## src/rtl/dmem_arb_pkg.sv

```systemverilog
// Shared encodings for the data-memory arbiter: FSM states, grant owner and
// latency counter width.
package dmem_arb_pkg;

  localparam int LAT_W = 4;

  localparam logic [1:0] IDLE = 2'd0;
  localparam logic [1:0] BUSY = 2'd1;
  localparam logic [1:0] DONE = 2'd2;

  typedef enum logic {
    GNT_CPU = 1'b0,
    GNT_DMA = 1'b1
  } gnt_e;

endpackage

```

## src/rtl/dmem_arbiter_if.sv

```systemverilog
// Bus bundle for the data-memory arbiter: CPU port, DMA port and memory side.
// The slave modport is the arbiter's view; master is the surrounding system's view.
interface dmem_arbiter_if #(
  parameter int ADDR_W = 32,
  parameter int DATA_W = 32
);
  logic              cpu_req_i;
  logic              cpu_we_i;
  logic [ADDR_W-1:0] cpu_addr_i;
  logic [DATA_W-1:0] cpu_wdata_i;
  logic              cpu_ack_o;
  logic [DATA_W-1:0] cpu_rdata_o;
  logic              cpu_stall_o;

  logic              dma_req_i;
  logic              dma_we_i;
  logic [ADDR_W-1:0] dma_addr_i;
  logic [DATA_W-1:0] dma_wdata_i;
  logic              dma_ack_o;
  logic [DATA_W-1:0] dma_rdata_o;

  logic              mem_en_o;
  logic              mem_we_o;
  logic [ADDR_W-1:0] mem_addr_o;
  logic [DATA_W-1:0] mem_wdata_o;
  logic [DATA_W-1:0] mem_rdata_i;

  modport slave (
    input  cpu_req_i, cpu_we_i, cpu_addr_i, cpu_wdata_i,
    output cpu_ack_o, cpu_rdata_o, cpu_stall_o,
    input  dma_req_i, dma_we_i, dma_addr_i, dma_wdata_i,
    output dma_ack_o, dma_rdata_o,
    output mem_en_o, mem_we_o, mem_addr_o, mem_wdata_o,
    input  mem_rdata_i
  );

  modport master (
    output cpu_req_i, cpu_we_i, cpu_addr_i, cpu_wdata_i,
    input  cpu_ack_o, cpu_rdata_o, cpu_stall_o,
    output dma_req_i, dma_we_i, dma_addr_i, dma_wdata_i,
    input  dma_ack_o, dma_rdata_o,
    input  mem_en_o, mem_we_o, mem_addr_o, mem_wdata_o,
    output mem_rdata_i
  );
endinterface

```

## src/rtl/dmem_arbiter_rr_pick2.sv

```systemverilog
// rr_pick2: combinational two-way picker. On a tie it grants the requester that
// did not win last time, or always the CPU when cpu_prio is set.
module rr_pick2
  import dmem_arb_pkg::*;
(
  input  logic req_cpu,
  input  logic req_dma,
  input  gnt_e last_grant,
  input  logic cpu_prio,
  output gnt_e grant,
  output logic valid
);

  always_comb begin
    valid = req_cpu | req_dma;
    grant = GNT_CPU;
    if (req_cpu && req_dma) begin
      grant = (cpu_prio || last_grant == GNT_DMA) ? GNT_CPU : GNT_DMA;
    end else if (req_dma) begin
      grant = GNT_DMA;
    end
  end

endmodule

```

## src/rtl/dmem_arbiter.sv

```systemverilog
// dmem_arbiter: serialises CPU and DMA accesses onto one fixed-latency memory.
// Define DMEM_ARB_CPU_PRIO_EN for fixed CPU priority; default is round-robin.
module dmem_arbiter
  import dmem_arb_pkg::*;
#(
  parameter int ADDR_W  = 32,
  parameter int DATA_W  = 32,
  parameter int MEM_LAT = 2
) (
  input logic           clk_i,
  input logic           rst_i,
  dmem_arbiter_if.slave bus
);

`ifdef DMEM_ARB_CPU_PRIO_EN
  localparam logic CPU_PRIO = 1'b1;
`else
  localparam logic CPU_PRIO = 1'b0;
`endif

  logic [1:0]        state;
  gnt_e              gnt;
  gnt_e              last_grant;
  logic [LAT_W-1:0]  lat_cnt;
  logic              lat_we;
  logic [ADDR_W-1:0] lat_addr;
  logic [DATA_W-1:0] lat_wdata;
  logic [DATA_W-1:0] cpu_rdata;
  logic [DATA_W-1:0] dma_rdata;
  gnt_e              pick_gnt;
  logic              pick_vld;

  rr_pick2 u_pick (
    .req_cpu    (bus.cpu_req_i),
    .req_dma    (bus.dma_req_i),
    .last_grant (last_grant),
    .cpu_prio   (CPU_PRIO),
    .grant      (pick_gnt),
    .valid      (pick_vld)
  );

  always_ff @(posedge clk_i or posedge rst_i) begin
    if (rst_i) begin
      state      <= IDLE;
      gnt        <= GNT_CPU;
      last_grant <= GNT_DMA;
      lat_cnt    <= '0;
      lat_we     <= 1'b0;
      lat_addr   <= '0;
      lat_wdata  <= '0;
      cpu_rdata  <= '0;
      dma_rdata  <= '0;
    end else begin
      case (state)
        IDLE: begin
          if (pick_vld) begin
            gnt        <= pick_gnt;
            last_grant <= pick_gnt;
            lat_we     <= (pick_gnt == GNT_DMA) ? bus.dma_we_i    : bus.cpu_we_i;
            lat_addr   <= (pick_gnt == GNT_DMA) ? bus.dma_addr_i  : bus.cpu_addr_i;
            lat_wdata  <= (pick_gnt == GNT_DMA) ? bus.dma_wdata_i : bus.cpu_wdata_i;
            lat_cnt    <= LAT_W'(MEM_LAT - 1);
            state      <= BUSY;
          end
        end
        // memory read data is only valid on the final busy cycle
        BUSY: begin
          if (lat_cnt == '0) begin
            if (!lat_we) begin
              if (gnt == GNT_DMA) dma_rdata <= bus.mem_rdata_i;
              else                cpu_rdata <= bus.mem_rdata_i;
            end
            state <= DONE;
          end else begin
            lat_cnt <= lat_cnt - LAT_W'(1);
          end
        end
        DONE:    state <= IDLE;
        default: state <= IDLE;
      endcase
    end
  end

  assign bus.mem_en_o    = (state == BUSY);
  assign bus.mem_we_o    = (state == BUSY) && lat_we;
  assign bus.mem_addr_o  = lat_addr;
  assign bus.mem_wdata_o = lat_wdata;

  assign bus.cpu_ack_o   = (state == DONE) && (gnt == GNT_CPU);
  assign bus.dma_ack_o   = (state == DONE) && (gnt == GNT_DMA);
  assign bus.cpu_rdata_o = cpu_rdata;
  assign bus.dma_rdata_o = dma_rdata;

  // the pipeline advances on the edge that samples the ack
  assign bus.cpu_stall_o = bus.cpu_req_i & ~bus.cpu_ack_o;

endmodule

```

## src/flat_wrapper.sv

```systemverilog
// flat-port wrapper written by rule: the top's interface ports become plain ports
module dmem_arbiter_flat import dmem_arb_pkg::*;
#(
  parameter int ADDR_W  = 32,
  parameter int DATA_W  = 32,
  parameter int MEM_LAT = 2
)
  (clk_i, rst_i, bus_cpu_req_i, bus_cpu_we_i, bus_cpu_addr_i, bus_cpu_wdata_i, bus_cpu_ack_o, bus_cpu_rdata_o, bus_cpu_stall_o, bus_dma_req_i, bus_dma_we_i, bus_dma_addr_i, bus_dma_wdata_i, bus_dma_ack_o, bus_dma_rdata_o, bus_mem_en_o, bus_mem_we_o, bus_mem_addr_o, bus_mem_wdata_o, bus_mem_rdata_i);
  dmem_arbiter_if #(.ADDR_W(ADDR_W), .DATA_W(DATA_W)) bus_i ();
  input logic clk_i;
  input logic rst_i;
  input wire logic [$bits(bus_i.cpu_req_i)-1:0] bus_cpu_req_i;
  input wire logic [$bits(bus_i.cpu_we_i)-1:0] bus_cpu_we_i;
  input wire logic [$bits(bus_i.cpu_addr_i)-1:0] bus_cpu_addr_i;
  input wire logic [$bits(bus_i.cpu_wdata_i)-1:0] bus_cpu_wdata_i;
  output wire logic [$bits(bus_i.cpu_ack_o)-1:0] bus_cpu_ack_o;
  output wire logic [$bits(bus_i.cpu_rdata_o)-1:0] bus_cpu_rdata_o;
  output wire logic [$bits(bus_i.cpu_stall_o)-1:0] bus_cpu_stall_o;
  input wire logic [$bits(bus_i.dma_req_i)-1:0] bus_dma_req_i;
  input wire logic [$bits(bus_i.dma_we_i)-1:0] bus_dma_we_i;
  input wire logic [$bits(bus_i.dma_addr_i)-1:0] bus_dma_addr_i;
  input wire logic [$bits(bus_i.dma_wdata_i)-1:0] bus_dma_wdata_i;
  output wire logic [$bits(bus_i.dma_ack_o)-1:0] bus_dma_ack_o;
  output wire logic [$bits(bus_i.dma_rdata_o)-1:0] bus_dma_rdata_o;
  output wire logic [$bits(bus_i.mem_en_o)-1:0] bus_mem_en_o;
  output wire logic [$bits(bus_i.mem_we_o)-1:0] bus_mem_we_o;
  output wire logic [$bits(bus_i.mem_addr_o)-1:0] bus_mem_addr_o;
  output wire logic [$bits(bus_i.mem_wdata_o)-1:0] bus_mem_wdata_o;
  input wire logic [$bits(bus_i.mem_rdata_i)-1:0] bus_mem_rdata_i;
  assign bus_i.cpu_req_i = bus_cpu_req_i;
  assign bus_i.cpu_we_i = bus_cpu_we_i;
  assign bus_i.cpu_addr_i = bus_cpu_addr_i;
  assign bus_i.cpu_wdata_i = bus_cpu_wdata_i;
  assign bus_cpu_ack_o = bus_i.cpu_ack_o;
  assign bus_cpu_rdata_o = bus_i.cpu_rdata_o;
  assign bus_cpu_stall_o = bus_i.cpu_stall_o;
  assign bus_i.dma_req_i = bus_dma_req_i;
  assign bus_i.dma_we_i = bus_dma_we_i;
  assign bus_i.dma_addr_i = bus_dma_addr_i;
  assign bus_i.dma_wdata_i = bus_dma_wdata_i;
  assign bus_dma_ack_o = bus_i.dma_ack_o;
  assign bus_dma_rdata_o = bus_i.dma_rdata_o;
  assign bus_mem_en_o = bus_i.mem_en_o;
  assign bus_mem_we_o = bus_i.mem_we_o;
  assign bus_mem_addr_o = bus_i.mem_addr_o;
  assign bus_mem_wdata_o = bus_i.mem_wdata_o;
  assign bus_i.mem_rdata_i = bus_mem_rdata_i;
  dmem_arbiter #(.ADDR_W(ADDR_W), .DATA_W(DATA_W), .MEM_LAT(MEM_LAT)) u_core (.clk_i(clk_i), .rst_i(rst_i), .bus(bus_i));
endmodule
```

## config.mk

```make
export PLATFORM = sky130hd
export DESIGN_NAME = dmem_arbiter_flat
export DESIGN_NICKNAME = d
export VERILOG_FILES = /design/src/rtl/dmem_arb_pkg.sv /design/src/rtl/dmem_arbiter_if.sv /design/src/rtl/dmem_arbiter_rr_pick2.sv /design/src/rtl/dmem_arbiter.sv /design/src/flat_wrapper.sv
export SDC_FILE = /design/constraint.sdc
export NUM_CORES = 1
export LEC_CHECK = 0
export ABC_AREA = 1
export CORE_AREA = 2 2 115 117
export CTS_CLUSTER_DIAMETER = 200
export DETAILED_ROUTE_END_ITERATION = 10
export DIE_AREA = 0 0 117 119
export DONT_BUFFER_PORTS = 1
export PLACE_DENSITY = 0.62
export SYNTH_ARGS = -nofsm -noshare
export SYNTH_HDL_FRONTEND = slang
export SYNTH_HIERARCHICAL = 1
export SYNTH_SLANG_ARGS = --single-unit
export TNS_END_PERCENT = 20
```

## constraint.sdc

```tcl
create_clock -name clk_i -period 7.8 [get_ports clk_i]
set_clock_uncertainty 0.05 [all_clocks]
set_input_delay 0.78 -clock clk_i [delete_from_list [all_inputs] [get_ports clk_i]]
set_output_delay 0.78 -clock clk_i [all_outputs]
set_load 0.05 [all_outputs]
```

==> results.sh <==
export IMPL_status="finished clean"
export IMPL_placed_cells=891
export IMPL_ys_top_cells_by_area="dfrtp_1, nand2_1, o21ai_0, inv_1, buf_2"
export IMPL_pre_cts_slack_ps=5050
export IMPL_cp_end_kind="output pin"
export IMPL_synth_cells=754
export IMPL_start_util_pct=47.5
export IMPL_cts_tree="yes"
export IMPL_grt_start_max_net_pins=132
export IMPL_clk_pin_slew_worst_paths_ps=60
export IMPL_path_class="reg2out"
export IMPL_area_delta_synth_final_pct=10.5
export IMPL_grt_pass1_wl_um=22100
export IMPL_initialDrtViolationCount=314
export IMPL_maxSlewHeadroom_pct=32.1
export IMPL_post_cts_resized=0
export IMPL_tightest_slew_ps=1010
export IMPL_antenna_found_initial=0
export IMPL_yosys_warnings=6
export IMPL_max_freq_mhz=376
export IMPL_period_share_pct=34.1
export IMPL_synth_area_um2=6120
export IMPL_clock_latency_ps=400
export IMPL_required_ps=6970
export IMPL_timing_hold_ws_ps=262
export IMPL_cp_data_arrival_time_ps=1830
export IMPL_grt_pass1_vias=4469
export IMPL_ys_ff_latch=137
export IMPL_slowest_stage="nor2_1"
export IMPL_worstPathCellList="inv_1 -> nand2_1 -> nor2_1"
export IMPL_dieWidth_um=117
export IMPL_num_rows=42
export IMPL_grt_usage_pct=20.6
export IMPL_core_area_um2=12900
export IMPL_worst_setup_path_start_kind="flip-flop"
export IMPL_first_pass_iters=5
export IMPL_worst_hold_path_type="in2async"
export IMPL_place_congestion=0.780
export IMPL_die_y_um=119
export IMPL_synth_avg_cell_area_um2=8.11
export IMPL_synth_most_common_cell="nand2_1"
export IMPL_min_period_ps=2660
export IMPL_global_route_overflow_total=0
export IMPL_htree_levels=4
export IMPL_drv_slew=0
export IMPL_via_per_inst=5.07
export IMPL_hpwl_um=10400
export IMPL_drc_errors=0
export IMPL_cts_buffers=17
export IMPL_ff2ff_setup_slack_ps=5630
export IMPL_synthDistinctLibCells=26
export IMPL_cts_root_buffer="clkbuf_16"
export IMPL_synth_edf_count=0
export IMPL_ant_nets=0
export IMPL_dieArea_um2=13900
export IMPL_setup_violations_final=0
export IMPL_clock_path_buffers=2
export IMPL_hold_buffers=0
export IMPL_diodes=0
export IMPL_synth_top_area_cell="dfrtp_1"
export IMPL_io_pins=299
export IMPL_layout_setup_ws_ps=5140
export IMPL_cap_violations=0
export IMPL_layout_cells_non_filler=923
export IMPL_async_flop_share_pct=100
export IMPL_drt_wl_total_um=14600
export IMPL_nets=902
export IMPL_numClockSinks=137
export IMPL_yosysSeqAreaShare_pct=56.1
export IMPL_routedWlPerCell_um=15.9
export IMPL_critPathMaxFanout=3
export IMPL_syn_num_nets=922
export IMPL_synthFlopType="dfrtp_1"
export IMPL_finalHoldViolations=0
export IMPL_via_count=4675
export IMPL_synth_top_area_share_pct=55.6
export IMPL_synthTopCellsByCount="nand2_1, o21ai_0, dfrtp_1"
export IMPL_fin_setup_tns_ps=0
export IMPL_drive_above_1_share_pct=6.96
export IMPL_cts_setup_buffers=0
export IMPL_io_buffers=0
export IMPL_grt_setup_unrepaired="no"
export IMPL_cpPeakStageDelay_ps=780
export IMPL_n_fill_cell=1248
==> layout by cell type (no fill, tap or decap) <==
master and instances:
ha_1 2, o21ai_1 10, inv_6 3, bufinv_16 3, inv_1 73, nand3_1 3, dfstp_2 1, clkinvlp_4 4
nand3_4 1, nand3_2 1, xor2_1 1, nand2_4 2, nor3_4 1, inv_2 2, nor2_4 2, nand4_1 1
clkbuf_16 17, or2_1 1, nand2_1 301, buf_4 4, o211ai_1 1, conb_1 1, nor2_2 2, clkinv_4 2
dfrtp_1 136, inv_4 1, nand2_2 2, nor2_1 8, o21ai_0 157, clkinv_2 4
==> sequential cells by signal, indices dropped and copies added, names as in the netlist <==
| register | count |
|---|---|
| u_core/bus.cpu_rdata_o | 32 |
| u_core/bus.dma_rdata_o | 32 |
| u_core/bus.mem_addr_o | 32 |
| u_core/bus.mem_wdata_o | 32 |
| u_core/lat_cnt | 4 |
| u_core/state | 2 |
| u_core/gnt | 1 |
| u_core/last_grant | 1 |
| u_core/lat_we | 1 |
==> critical path, delay by kind of cell (launching register included) <==
family	cells	cell delay [ps]
and+or+nand+nor	2	910
DFF	1	390
buffers and inverters	1	130
==> final cells by class <==
cell class                 instances  area, µm²  area share [%]
clock buffer                      17        425            6.29
multi-input combinational        497       2180            32.3
inverter                          77        297            4.39
tap                              176        220            3.26
timing repair buffer               4       30.0           0.444
sequential                       137       3430            50.7
clock inverter                    15        175            2.59
==> routing by layer <==
metal / up-vias / global-route usage (%) / wire length [µm]
met5: - / 0 / 0
li1: 2304 / - / -
met1: 2150 / 24.0 / 5850
met2: 204 / 34.3 / 7120
met4: 0 / 7.79 / 255
met3: 17 / 7.68 / 1410
==> worst paths after layout <==
path	cells past startpoint	endpoint	start
hold reg to reg	2	u_core/last_grant	u_core/last_grant
setup / recovery	3	bus_dma_ack_o	u_core/state[0]
setup reg to reg	6	u_core/lat_cnt[0]	u_core/state[0]
max in group asynchronous	2	u_core/bus.mem_wdata_o[4]	rst_i
hold / removal	1	u_core/bus.cpu_rdata_o[13]	rst_i
min in group clk_i	2	u_core/bus.dma_rdata_o[3]	bus_mem_rdata_i[3]
==> stage by stage <==
stage	util (%)	area, µm²
floorplan	-	6120
global placement	47.8	6160
detailed placement	47.8	6160
CTS	52.5	6760
global route	52.5	6760
finish	52.5	6760
==> kinds of logic (layout without fill, tap and decap cells) <==
| logic type | count (synthesis) | in the layout | synth area share (%) |
|---|---|---|---|
| other | 1 | 1 | 0.0613 |
| adders and majority gates | 2 | 2 | 0.409 |
| AOI/OAI and AO/OA | 168 | 168 | 13.8 |
| and+or+nand+nor | 325 | 325 | 20.9 |
| DFF | 137 | 137 | 56.1 |
| xor gates and xnor gates | 1 | 1 | 0.143 |
| buffers and inverters | 120 | 113 | 8.57 |
Power is not shown: default switching activity piles up to over one toggle a cycle in this logic, so the estimate is an artifact.
